File: config.mk
export PLATFORM = sky130hd
export DESIGN_NAME = sprite_cmd_queue
export DESIGN_NICKNAME = d
export VERILOG_FILES = /design/src/rtl/sprite_cmd_pkg.sv /design/src/rtl/cmd_fifo.sv /design/src/rtl/sprite_cmd_queue.sv
export SDC_FILE = /design/constraint.sdc
export NUM_CORES = 1
export LEC_CHECK = 0
export ABC_AREA = 1
export CAP_MARGIN = 5
export CORE_AREA = 2 2 234 190
export CTS_BUF_LIST = sky130_fd_sc_hd__clkbuf_4
export CTS_CLUSTER_SIZE = 10
export DETAILED_ROUTE_END_ITERATION = 16
export DIE_AREA = 0 0 236 192
export PLACE_DENSITY = 0.85
export SLEW_MARGIN = 20
export SYNTH_ARGS = -nofsm -noshare
export SYNTH_HDL_FRONTEND = slang
export SYNTH_HIERARCHICAL = 1
export SYNTH_SLANG_ARGS = --single-unit
File: constraint.sdc
create_clock -name clk -period 3 [get_ports clk]
set_clock_uncertainty 0.2 [all_clocks]
set_input_delay 0.6 -clock clk [delete_from_list [all_inputs] [get_ports clk]]
set_output_delay 0.6 -clock clk [all_outputs]
set_load 0.005 [all_outputs]
File: src/rtl/sprite_cmd_pkg.sv
// sprite_cmd_pkg: shared definitions for the sprite command bus.
// Holds the command-word field positions, the flush opcode, the NOP word and the
// issue-state enum. Display modules import this package to decode cmd_out.
// No ports (package).

package sprite_cmd_pkg;

   // Command word field positions
   localparam int unsigned COMP_MSB = 31;
   localparam int unsigned COMP_LSB = 26;
   localparam int unsigned SPR_MSB  = 25;
   localparam int unsigned SPR_LSB  = 21;
   localparam int unsigned CMD_MSB  = 20;
   localparam int unsigned CMD_LSB  = 17;
   localparam int unsigned TYPE_MSB = 16;
   localparam int unsigned TYPE_LSB = 14;
   localparam int unsigned BUF_BIT  = 13;
   localparam int unsigned DATA_MSB = 12;
   localparam int unsigned DATA_LSB = 0;

   localparam logic [3:0]  CMD_FLUSH    = 4'b1111;
   localparam logic [31:0] CMD_NOP_WORD = 32'h0;

   typedef enum logic [0:0] {ISSUE, HOLD} issue_state_e;

   // True when the word is a buffer-swap (flush) command
   function automatic logic is_flush(input logic [31:0] word);
      return word[CMD_MSB:CMD_LSB] == CMD_FLUSH;
   endfunction

   // Assemble a command word from its fields
   function automatic logic [31:0] pack_cmd(input logic [5:0]  comp,
                                            input logic [4:0]  sprite,
                                            input logic [3:0]  cmd,
                                            input logic [2:0]  typ,
                                            input logic        buf_sel,
                                            input logic [12:0] data);
      logic [31:0] word;
      word                    = CMD_NOP_WORD;
      word[COMP_MSB:COMP_LSB] = comp;
      word[SPR_MSB:SPR_LSB]   = sprite;
      word[CMD_MSB:CMD_LSB]   = cmd;
      word[TYPE_MSB:TYPE_LSB] = typ;
      word[BUF_BIT]           = buf_sel;
      word[DATA_MSB:DATA_LSB] = data;
      return word;
   endfunction

endpackage

File: src/rtl/cmd_fifo.sv
// cmd_fifo: synchronous single-clock FIFO with power-of-two depth.
// Ports:
//   clk, reset     clock, synchronous active-high reset (empties the FIFO)
//   push, din      write request and data (ignored when full)
//   pop, dout      read request (ignored when empty); dout shows the head word
//   count          number of stored entries (0..DEPTH)
//   full, empty    status flags derived from count

module cmd_fifo #(
   parameter int unsigned DEPTH = 16,
   parameter int unsigned WIDTH = 32,
   localparam int unsigned AW   = $clog2(DEPTH)
) (
   input  logic             clk,
   input  logic             reset,
   input  logic             push,
   input  logic [WIDTH-1:0] din,
   input  logic             pop,
   output logic [WIDTH-1:0] dout,
   output logic [AW:0]      count,
   output logic             full,
   output logic             empty
);

   localparam logic [AW:0] FULL_COUNT = DEPTH[AW:0];

   logic [WIDTH-1:0] mem [DEPTH];
   logic [AW-1:0]    wr_ptr_q, rd_ptr_q;
   logic [AW:0]      count_q;
   logic             do_push, do_pop;

   assign full    = (count_q == FULL_COUNT);
   assign empty   = (count_q == '0);
   assign do_push = push & ~full;
   assign do_pop  = pop & ~empty;
   assign dout    = mem[rd_ptr_q];
   assign count   = count_q;

   // Storage has no reset; pointers and count define validity
   always_ff @(posedge clk) begin
      if (do_push) begin
         mem[wr_ptr_q] <= din;
      end
   end

   // Pointers wrap naturally at the power-of-two width
   always_ff @(posedge clk) begin
      if (reset) begin
         wr_ptr_q <= '0;
         rd_ptr_q <= '0;
         count_q  <= '0;
      end else begin
         if (do_push) wr_ptr_q <= wr_ptr_q + 1'b1;
         if (do_pop)  rd_ptr_q <= rd_ptr_q + 1'b1;
         unique case ({do_push, do_pop})
            2'b10:   count_q <= count_q + 1'b1;
            2'b01:   count_q <= count_q - 1'b1;
            default: count_q <= count_q;
         endcase
      end
   end

endmodule

File: src/rtl/sprite_cmd_queue.sv
// sprite_cmd_queue: Avalon-MM slave buffering sprite command words and broadcasting
// them one per cycle on cmd_out. Flush (buffer swap) words wait for vertical blank,
// with at most one flush per blank; words behind a held flush wait too.
// Optional feature macro: CMD_STATUS_EN (status register readable at address 1).
// Ports:
//   clk, reset            clock, synchronous active-high reset
//   chipselect, write,    Avalon slave strobes; address 0 pushes writedata,
//   read, address         address 1 reads status (CMD_STATUS_EN only)
//   writedata             command word to enqueue
//   readdata              {22'b0, hold, swapped, count[7:0]} or 0 when status disabled
//   waitrequest           high while the FIFO is full
//   vcount                current scan line
//   cmd_out               registered broadcast command word (NOP when idle)

module sprite_cmd_queue #(
   parameter int unsigned DEPTH   = 16,
   parameter int unsigned VACTIVE = 480
) (
   input  logic        clk,
   input  logic        reset,
   input  logic        chipselect,
   input  logic        write,
   input  logic        read,
   input  logic        address,
   input  logic [31:0] writedata,
   output logic [31:0] readdata,
   output logic        waitrequest,
   input  logic [9:0]  vcount,
   output logic [31:0] cmd_out
);

   import sprite_cmd_pkg::*;

   localparam int unsigned AW          = $clog2(DEPTH);
   localparam logic [AW:0] FULL_COUNT  = DEPTH[AW:0];
   localparam logic [9:0]  VBLANK_LINE = VACTIVE[9:0];

   issue_state_e state_q, state_d;
   logic         swapped_q, swapped_d;
   logic [31:0]  issue_q, issue_d;
   logic [31:0]  cmd_q;

   logic         fifo_push, fifo_pop;
   logic [31:0]  head;
   logic [AW:0]  fifo_count;
   logic         fifo_full, fifo_empty;
   logic         vblank, head_flush, flush_ok, issue_flush;

   // Full is taken from the registered count so a same-cycle pop never lowers it
   assign waitrequest = (fifo_count == FULL_COUNT);
   assign fifo_push   = chipselect & write & ~address & ~waitrequest;

   cmd_fifo #(
      .DEPTH (DEPTH),
      .WIDTH (32)
   ) u_fifo (
      .clk   (clk),
      .reset (reset),
      .push  (fifo_push),
      .din   (writedata),
      .pop   (fifo_pop),
      .dout  (head),
      .count (fifo_count),
      .full  (fifo_full),
      .empty (fifo_empty)
   );

   assign vblank     = (vcount >= VBLANK_LINE);
   assign head_flush = is_flush(head);
   assign flush_ok   = vblank & ~swapped_q;

   // State register
   always_ff @(posedge clk) begin
      if (reset) begin
         state_q <= ISSUE;
      end else begin
         state_q <= state_d;
      end
   end

   // Next-state logic
   always_comb begin
      state_d = state_q;
      unique case (state_q)
         ISSUE:   if (!fifo_empty && head_flush && !flush_ok) state_d = HOLD;
         HOLD:    if (flush_ok) state_d = ISSUE;
         default: state_d = ISSUE;
      endcase
   end

   // Output logic: pop decision and the word entering the issue pipeline
   always_comb begin
      fifo_pop    = 1'b0;
      issue_flush = 1'b0;
      unique case (state_q)
         ISSUE: begin
            if (!fifo_empty) begin
               if (!head_flush) begin
                  fifo_pop = 1'b1;
               end else if (flush_ok) begin
                  fifo_pop    = 1'b1;
                  issue_flush = 1'b1;
               end
            end
         end
         HOLD: begin
            if (flush_ok && !fifo_empty) begin
               fifo_pop    = 1'b1;
               issue_flush = 1'b1;
            end
         end
         default: ;
      endcase
      issue_d = fifo_pop ? head : CMD_NOP_WORD;
   end

   // A flush is only ever issued inside vblank, so set and clear cannot collide
   always_comb begin
      swapped_d = swapped_q;
      if (issue_flush) begin
         swapped_d = 1'b1;
      end else if (!vblank) begin
         swapped_d = 1'b0;
      end
   end

   // Two-stage issue pipeline: popped word, then the broadcast register
   always_ff @(posedge clk) begin
      if (reset) begin
         swapped_q <= 1'b0;
         issue_q   <= CMD_NOP_WORD;
         cmd_q     <= CMD_NOP_WORD;
      end else begin
         swapped_q <= swapped_d;
         issue_q   <= issue_d;
         cmd_q     <= issue_q;
      end
   end

   assign cmd_out = cmd_q;

`ifdef CMD_STATUS_EN
   logic [31:0] status_q;
   logic [7:0]  count8;
   logic        unused_sig;

   assign count8     = 8'(fifo_count);
   assign unused_sig = fifo_full;

   always_ff @(posedge clk) begin
      if (reset) begin
         status_q <= '0;
      end else if (chipselect && read && address) begin
         status_q <= {22'b0, (state_q == HOLD), swapped_q, count8};
      end
   end

   assign readdata = status_q;
`else
   logic unused_sig;
   assign unused_sig = ^{fifo_full, read};
   assign readdata   = '0;
`endif

endmodule

==> impl_results.md, run 1 <==
- Nets: between 2000 and 2500
- Slew @ Worst Pin: roughly 0.76 ns
- Pins over their slew limit: 0
- Setup slack at placement: -0.202 ns
- Final Hold Viols: 0
- Seq pwr share: between 40% and 50%
- Drt wl/cell: ~22 um
- Share of layout cells above drive strength 1: 21.4%
- Data required, critical path: roughly 3.6 ns
- DR iter-0 viols: about 2100
- Initial Util: between 50% and 60%
- NetSw: ~6.9 mW
- Mapped cell area: 23700 sq um
- Num rows: around 70
- Fin Setup TNS: -2.27 ns
- Post-route setup slack: -0.409 ns
- Maxcap violations: 0
- PnR Total Power: roughly 22 mW
- Global Route Usage Sum: about a quarter
- RSZ-0062 raised after global routing: yes
- # setup viols final: 11
- PwrDens: about 800 nW/um^2
- Violated checks: setup timing
- Worst slew margin: 49.1%
- Ports: approximately 110
- Vias in the first global route: between 15000 and 20000
- Period utilization: 114%
- Largest net degree at the start of global routing: around 160
- Hold path endpoint: cmd_out[22]$_SDFF_PP0_
- Leak pwr: between 10 and 15 nW
- Crit-path max cell delay: roughly 0.47 ns
- Fill cell count: ~2800
- Synth warn: 6
- Dpl cells: ~2400
- Worst R2R End: u_fifo/count[4]$_SDFFE_PP0P_
- CTS root buf: clkbuf_4
- Total die area: 45300 sq um
- Post-DP HPWL: between 30000 and 40000 um
- R2R Setup Slk: -0.41 ns
- Die W: 236 um
- Cell count after synthesis: about 1700
- CP max stage cell: dfxtp_4
- Crit path DAT: around 4 ns
- Hold Path Depth: 2
- Critical Path Start Type: flop
- Crit. End Element: flop
- Finished Layout Cells: approximately 2700
- Min-Delay Path Class: reg -> reg
- Via total after detailed routing: between 15000 and 20000
- P_int: about 16 mW
- Buffers on Ports: 74
- Comb power frac: roughly a quarter
- Clock power frac: between 30% and 40%
- Sw Ratio: a little under a third
- R2R depth: 21
- Clock buffer depth: 3
- CTS Buf Count: approximately 150
- CTS Sinks: 595
- GR Overflow Total: 0
- Cell repeated most along the worst path: nand2_1
- Drt via density: ~5.8
- Final Util: about two thirds
- WP buf/inv: 4
- Post-route ant nets: 0
- Critical Path Stages: 21
- Fin crit period: about 3.4 ns
- Top delay family on crit path: simple AND/OR/NAND/NOR gates
- DRC viols: 0
- Worst-path clk slew: ~0.070 ns
- Die height: 192 um
- Core area: 42800 sq um
- Synth Area per Inst: ~14 sq um
- Crit Path Max Fanout: 8
- CTS tree: done
- Clock Latency Late Sink: 0.88 ns
- Outcome: complete, but fails checks
- Initial antenna violation count: 5
- Total wire length: between 50000 and 60000 um
- Final Wtd Congestion: 0.799
- Min-delay src: issue_q[22]$_SDFF_PP0_
- Max Clk Rate: approximately 290 MHz
- TritonRoute pass-1 iters: 6
- Area grow syn2layout: 17.7%
- Max rail drop VDD: around 420 uV
- Critical path class: reg -> reg
- Cell breakdown of the critical path: buf_12 -> mux2i_1 -> o21ai_1 -> o211ai_1 -> nand2_2 -> nand4_1 -> nand2_1 -> a21oi_2 -> nand2_2 -> inv_2 -> ha_4 -> xor2_4 -> ha_4 -> inv_4 -> nand2_4 -> nand2_4 -> nand2_1 -> nand2_1 -> nand3_2 -> nand2_1 -> inv_1
- First-pass GRT wire length: ~86000 um
- H-Tree Depth: 4
registers in the layout (all words and copies together), names as in the netlist, named ones only:
register         count
issue_q             32
state_q              1
u_fifo/count         5
swapped_q            1
u_fifo/rd_ptr_q      4
cmd_out             32
u_fifo/mem         512
u_fifo/wr_ptr_q      4
area by class of cell:
class                      instances  area, sq um  share of cell area [%]
multi-input combinational        820         5380                    19.3
inverter                         226          853                    3.06
sequential                       595        17000                    61.1
clock buffer                     229         1720                    6.16
tap                              560          701                    2.51
antenna                            2         5.00                  0.0179
clock inverter                    36          264                   0.946
timing repair buffer             183         1960                    7.00
metrics by stage:
stage | hold slack, ns | area (sq um)
6_report | 0.189 | 27900
5_1_grt | 0.213 | 27900
4_1_cts | 0.184 | 27700
3_5_place_dp | 0.192 | 25400
3_3_place_gp | 0.192 | 25400
2_1_floorplan | 0.188 | 23900
placed cells by master (no fill, tap or decap), types with 5 or more instances in the layout:
| cell type | n |
|---|---|
| o211ai_1 | 128 |
| nor2_1 | 51 |
| inv_1 | 219 |
| o21ai_1 | 42 |
| buf_12 | 26 |
| nand2_1 | 51 |
| buf_4 | 74 |
| clkdlybuf4s50_1 | 73 |
| nor2_2 | 29 |
| dfxtp_1 | 78 |
| conb_1 | 32 |
| edfxtp_1 | 512 |
| clkbuf_4 | 229 |
| a21oi_1 | 128 |
| nand2_2 | 8 |
| inv_2 | 7 |
| mux2i_1 | 127 |
| o21ai_0 | 120 |
| ha_1 | 5 |
| nand3_1 | 36 |
| nor2_4 | 18 |
| buf_6 | 5 |
| clkinv_1 | 22 |
worst reg2reg max path, delay by kind of cell, from the launching register on:
| family | cells | cell delay (ns) |
|---|---|---|
| compound gates | 3 | 0.57 |
| simple gates | 10 | 0.93 |
| buf+inv | 4 | 0.37 |
| fa+ha+maj | 2 | 0.38 |
| mux | 1 | 0.23 |
| xor+xnor | 1 | 0.19 |
| flops | 1 | 0.47 |
power groups by stage:
stage / logic (mW) / clock network (mW) / registers (mW)
CTS: 5.27 / 7.14 / 9.49
global route: 6.25 / 7.64 / 9.56
finish: 5.82 / 7.07 / 9.53
global placement: 4.58 / 0 / 9.68
detailed placement: 4.82 / 0 / 9.69
floorplan: 3.69 / 0 / 9.62
what timing repair did:
item,CTS,global route
gates cloned,1,2
gates resized for setup,19,42
pin swaps,11,19
buffers inserted,22,5
setup endpoints to repair,4,17
hold endpoints to repair,14,0
hold buffers,1,0
layer usage:
layer	routed length, um	vias to the layer above	global-route usage, %
met4	2620	4	13.2
met1	20800	7334	30.7
met2	28200	1009	40.9
met5	31	-	0
li1	-	6763	-
met3	6820	210	7.14
how the worst max path moves through the flow:
stage,end,slack [ns],startpoint
global placement,u_fifo/count[4]$_SDFFE_PP0P_,-0.12,vcount[7]
finish,u_fifo/count[4]$_SDFFE_PP0P_,-0.41,flop
floorplan,u_fifo/mem[11][0]$_DFFE_PP_,-0.13,address
CTS,issue_q[17]$_SDFF_PP0_,-0.08,flop
detailed placement,u_fifo/count[3]$_SDFFE_PP0P_,-0.20,flop
global route,u_fifo/count[4]$_SDFFE_PP0P_,-0.41,flop
Power figures use the tool's default switching activity.
==> run 2, diff against run 1 <==
--- a/config.mk
+++ b/config.mk
@@ -7,12 +7,12 @@
 export LEC_CHECK = 0
 export ABC_AREA = 1
 export CAP_MARGIN = 5
-export CORE_AREA = 2 2 234 190
+export CORE_AREA = 2 2 295 238
 export CTS_BUF_LIST = sky130_fd_sc_hd__clkbuf_4
 export CTS_CLUSTER_SIZE = 10
 export DETAILED_ROUTE_END_ITERATION = 16
-export DIE_AREA = 0 0 236 192
-export PLACE_DENSITY = 0.85
+export DIE_AREA = 0 0 297 240
+export PLACE_DENSITY = 0.61
 export SLEW_MARGIN = 20
 export SYNTH_ARGS = -nofsm -noshare
 export SYNTH_HDL_FRONTEND = slang
==> run 2 against run 1 <==
Compared with the run above:
- the flow still finishes with violations (setup timing)
- sequential cell count did not move
- cell count increased by 14%
- clock-buffer cell count shrank 9
- non-clock buffer count increased by 1
- register-to-register slack gained 0.32 ns
- total power fell by 2.7%
- clock power barely moved
- combinational power down 9.6%
- routed wire length decreased by 4.1%
- critical path type unchanged
- highest routed layer unchanged
==> impl_results.md, run 2 (synthesized netlist as in run 1, its figures left out) <==
- Outcome: complete, but fails checks
- Violated checks: setup timing
- Die height: roughly 240 um
- Drt wl/cell: around 19 um
- Leak pwr: 10.1 nW
- Worst slew margin: a little under a third
- Nets: between 2000 and 2500
- Register area: 17100 sq um
- Min-Delay Path Class: reg -> reg
- Cell repeated most along the worst path: nand2_1
- Most common library cell in the layout ignoring fill and taps: edfxtp_1
- Die W: ~300 um
- Post-route ant nets: 0
- PnR Total Power: around 22 mW
- CTS root buf: clkbuf_4
- CTS Buf Count: about 150
- Clock buffer depth: 3
- First-pass GRT wire length: 83700 um
- Post-DP HPWL: roughly 31000 um
- Num rows: between 80 and 90
- Sw Ratio: roughly 30%
- Final Hold Viols: 0
- TritonRoute pass-1 iters: 5
- Period utilization: 103%
- Maxcap violations: 0
- Slew @ Worst Pin: between 1 and 1.5 ns
- CTS Sinks: a little under 600
- Share of layout cells above drive strength 1: 20.5%
- Critical Path Start Type: flop
- Fin crit period: just over 3 ns
- Clock power frac: 32.3%
- H-Tree Depth: 4
- Drt via density: about 4.8
- Pins over their slew limit: 0
- Via total after detailed routing: between 10000 and 15000
- Crit Path Max Fanout: 23
- Crit. End Element: flop
- Final Wtd Congestion: about 0.77
- Worst setup path endpoint: u_fifo/count[4]$_SDFFE_PP0P_
- CTS tree: done
- Post-route setup slack: -0.0932 ns
- Ports: between 100 and 150
- Crit path DAT: 3.71 ns
- Buffers on Ports: 74
- Comb power frac: about 24%
- NetSw: 6.52 mW
- P_int: around 15 mW
- Crit-path max cell delay: between 0.4 and 0.5 ns
- R2R Setup Slk: -0.09 ns
- DR iter-0 viols: around 1200
- Setup slack at placement: -0.236 ns
- Initial Util: 34.7%
- Clock Latency Late Sink: approximately 0.95 ns
- RSZ-0062 raised after global routing: yes
- Core area: slightly below 70000 sq um
- Fill cell count: ~6300
- R2R depth: 20
- Total die area: between 70000 and 80000 sq um
- Top reg by flops: u_fifo/mem
- Critical path class: reg -> reg
- Worst R2R End: u_fifo/count[4]$_SDFFE_PP0P_
- Data required, critical path: between 3 and 4 ns
- Global Route Usage Sum: approximately 16%
- Max rail drop VDD: approximately 470 uV
- PwrDens: 770 nW/um^2
- Final Util: 41.4%
- Total wire length: between 50000 and 60000 um
- Max reg flops: ~510
- CP max stage cell: dfxtp_4
- Seq pwr share: between 40% and 50%
- Most frequent cells in the layout: edfxtp_1, inv_1, clkbuf_4
- Cell breakdown of the critical path: buf_12 -> mux2i_1 -> o21ai_1 -> o211ai_1 -> nand2_2 -> nand4_1 -> nand2_2 -> a21oi_2 -> nand2_2 -> inv_2 -> ha_4 -> ha_1 -> nand4_1 -> nand2_1 -> inv_1 -> nand2_1 -> nand2_1 -> nand3_1 -> nand2_1 -> inv_1
- Area grow syn2layout: 19.4%
- Multi-input logic area: roughly 5300 sq um
- Max Clk Rate: approximately 320 MHz
- Largest net degree at the start of global routing: 169
- Initial antenna violation count: 6
- DRC viols: 0
- Worst-path clk slew: 0.07 ns
- GR Overflow Total: 0
- Vias in the first global route: ~14000
- Worst hold slack: roughly 0.17 ns
- # setup viols final: 4
- Fin Setup TNS: -0.194 ns
[run 2: cell types whose count changed in the layout (fill, tap and decap cells not counted), sizes merged]
cell	delta
clkinv	+11
clkdlybuf4s50	-1
dlygate4sd2	+1
bufinv	+1
clkbuf	-10
clkinvlp	-3
buf	+2
diode	+1
inv	+3
[run 2: critical path: cells and delay by family (launching register included)]
kind | cells | cell delay [ns]
simple gates | 10 | 0.92
fa+ha+maj | 2 | 0.43
compound gates | 3 | 0.42
flops | 1 | 0.42
buf+inv | 4 | 0.39
mux | 1 | 0.22
[run 2: routing by layer]
layer	track usage, %	vias to the layer above	share of wire, %
met4	6.00	6	1.8
met1	21.1	7117	46
met3	3.89	92	7.0
met2	24.2	504	45
met5	0	-	0.068
li1	-	6776	-
[run 2: layout make-up]
class | count | share of cell area, %
antenna | 3 | 0.0265
clock buffer | 220 | 5.83
clock inverter | 48 | 1.21
inverter | 226 | 3.01
multi-input combinational | 820 | 18.6
sequential | 595 | 60.2
tap | 924 | 4.08
timing repair buffer | 184 | 7.09
[run 2: worst min-delay path by stage]
stage	from	end	slack, ns	cells after the start
floorplan	issue_q[0]$_SDFF_PP0_	cmd_out[0]$_SDFF_PP0_	0.19	2
global placement	issue_q[9]$_SDFF_PP0_	cmd_out[9]$_SDFF_PP0_	0.19	2
finish	issue_q[10]$_SDFF_PP0_	cmd_out[10]$_SDFF_PP0_	0.17	2
detailed placement	issue_q[4]$_SDFF_PP0_	cmd_out[4]$_SDFF_PP0_	0.19	2
global route	vcount[9]	swapped_q$_SDFFE_PP0P_	0.15	5
CTS	vcount[9]	swapped_q$_SDFFE_PP0P_	0.06	5
[run 2: power by group through the flow]
stage               Combinational (mW)  Clock [mW]  Sequential, mW
finish                            5.26        7.04            9.52
global route                      5.81        7.69            9.54
CTS                               5.10        7.26            9.51
detailed placement                4.81           0            9.68
global placement                  4.74           0            9.67
floorplan                         3.69           0            9.62
[run 2: repair_timing]
action / 4_1_cts / 5_1_grt
gates resized for setup: 21 / 16
gates cloned: 0 / 1
setup buffers: 17 / 1
hold endpoints to repair: 14 / 0
endpoints found under the setup margin: 5 / 6
hold buffers: 1 / 0
pin swaps: 12 / 16
[run 2: metrics by stage]
| stage | area (sq um) | std cells |
|---|---|---|
| 5_1_grt | 28300 | 3019 |
| 3_5_place_dp | 26000 | 2729 |
| 3_3_place_gp | 26000 | 2729 |
| 6_report | 28300 | 3020 |
| 2_1_floorplan | 23900 | 1773 |
| 4_1_cts | 28200 | 3015 |
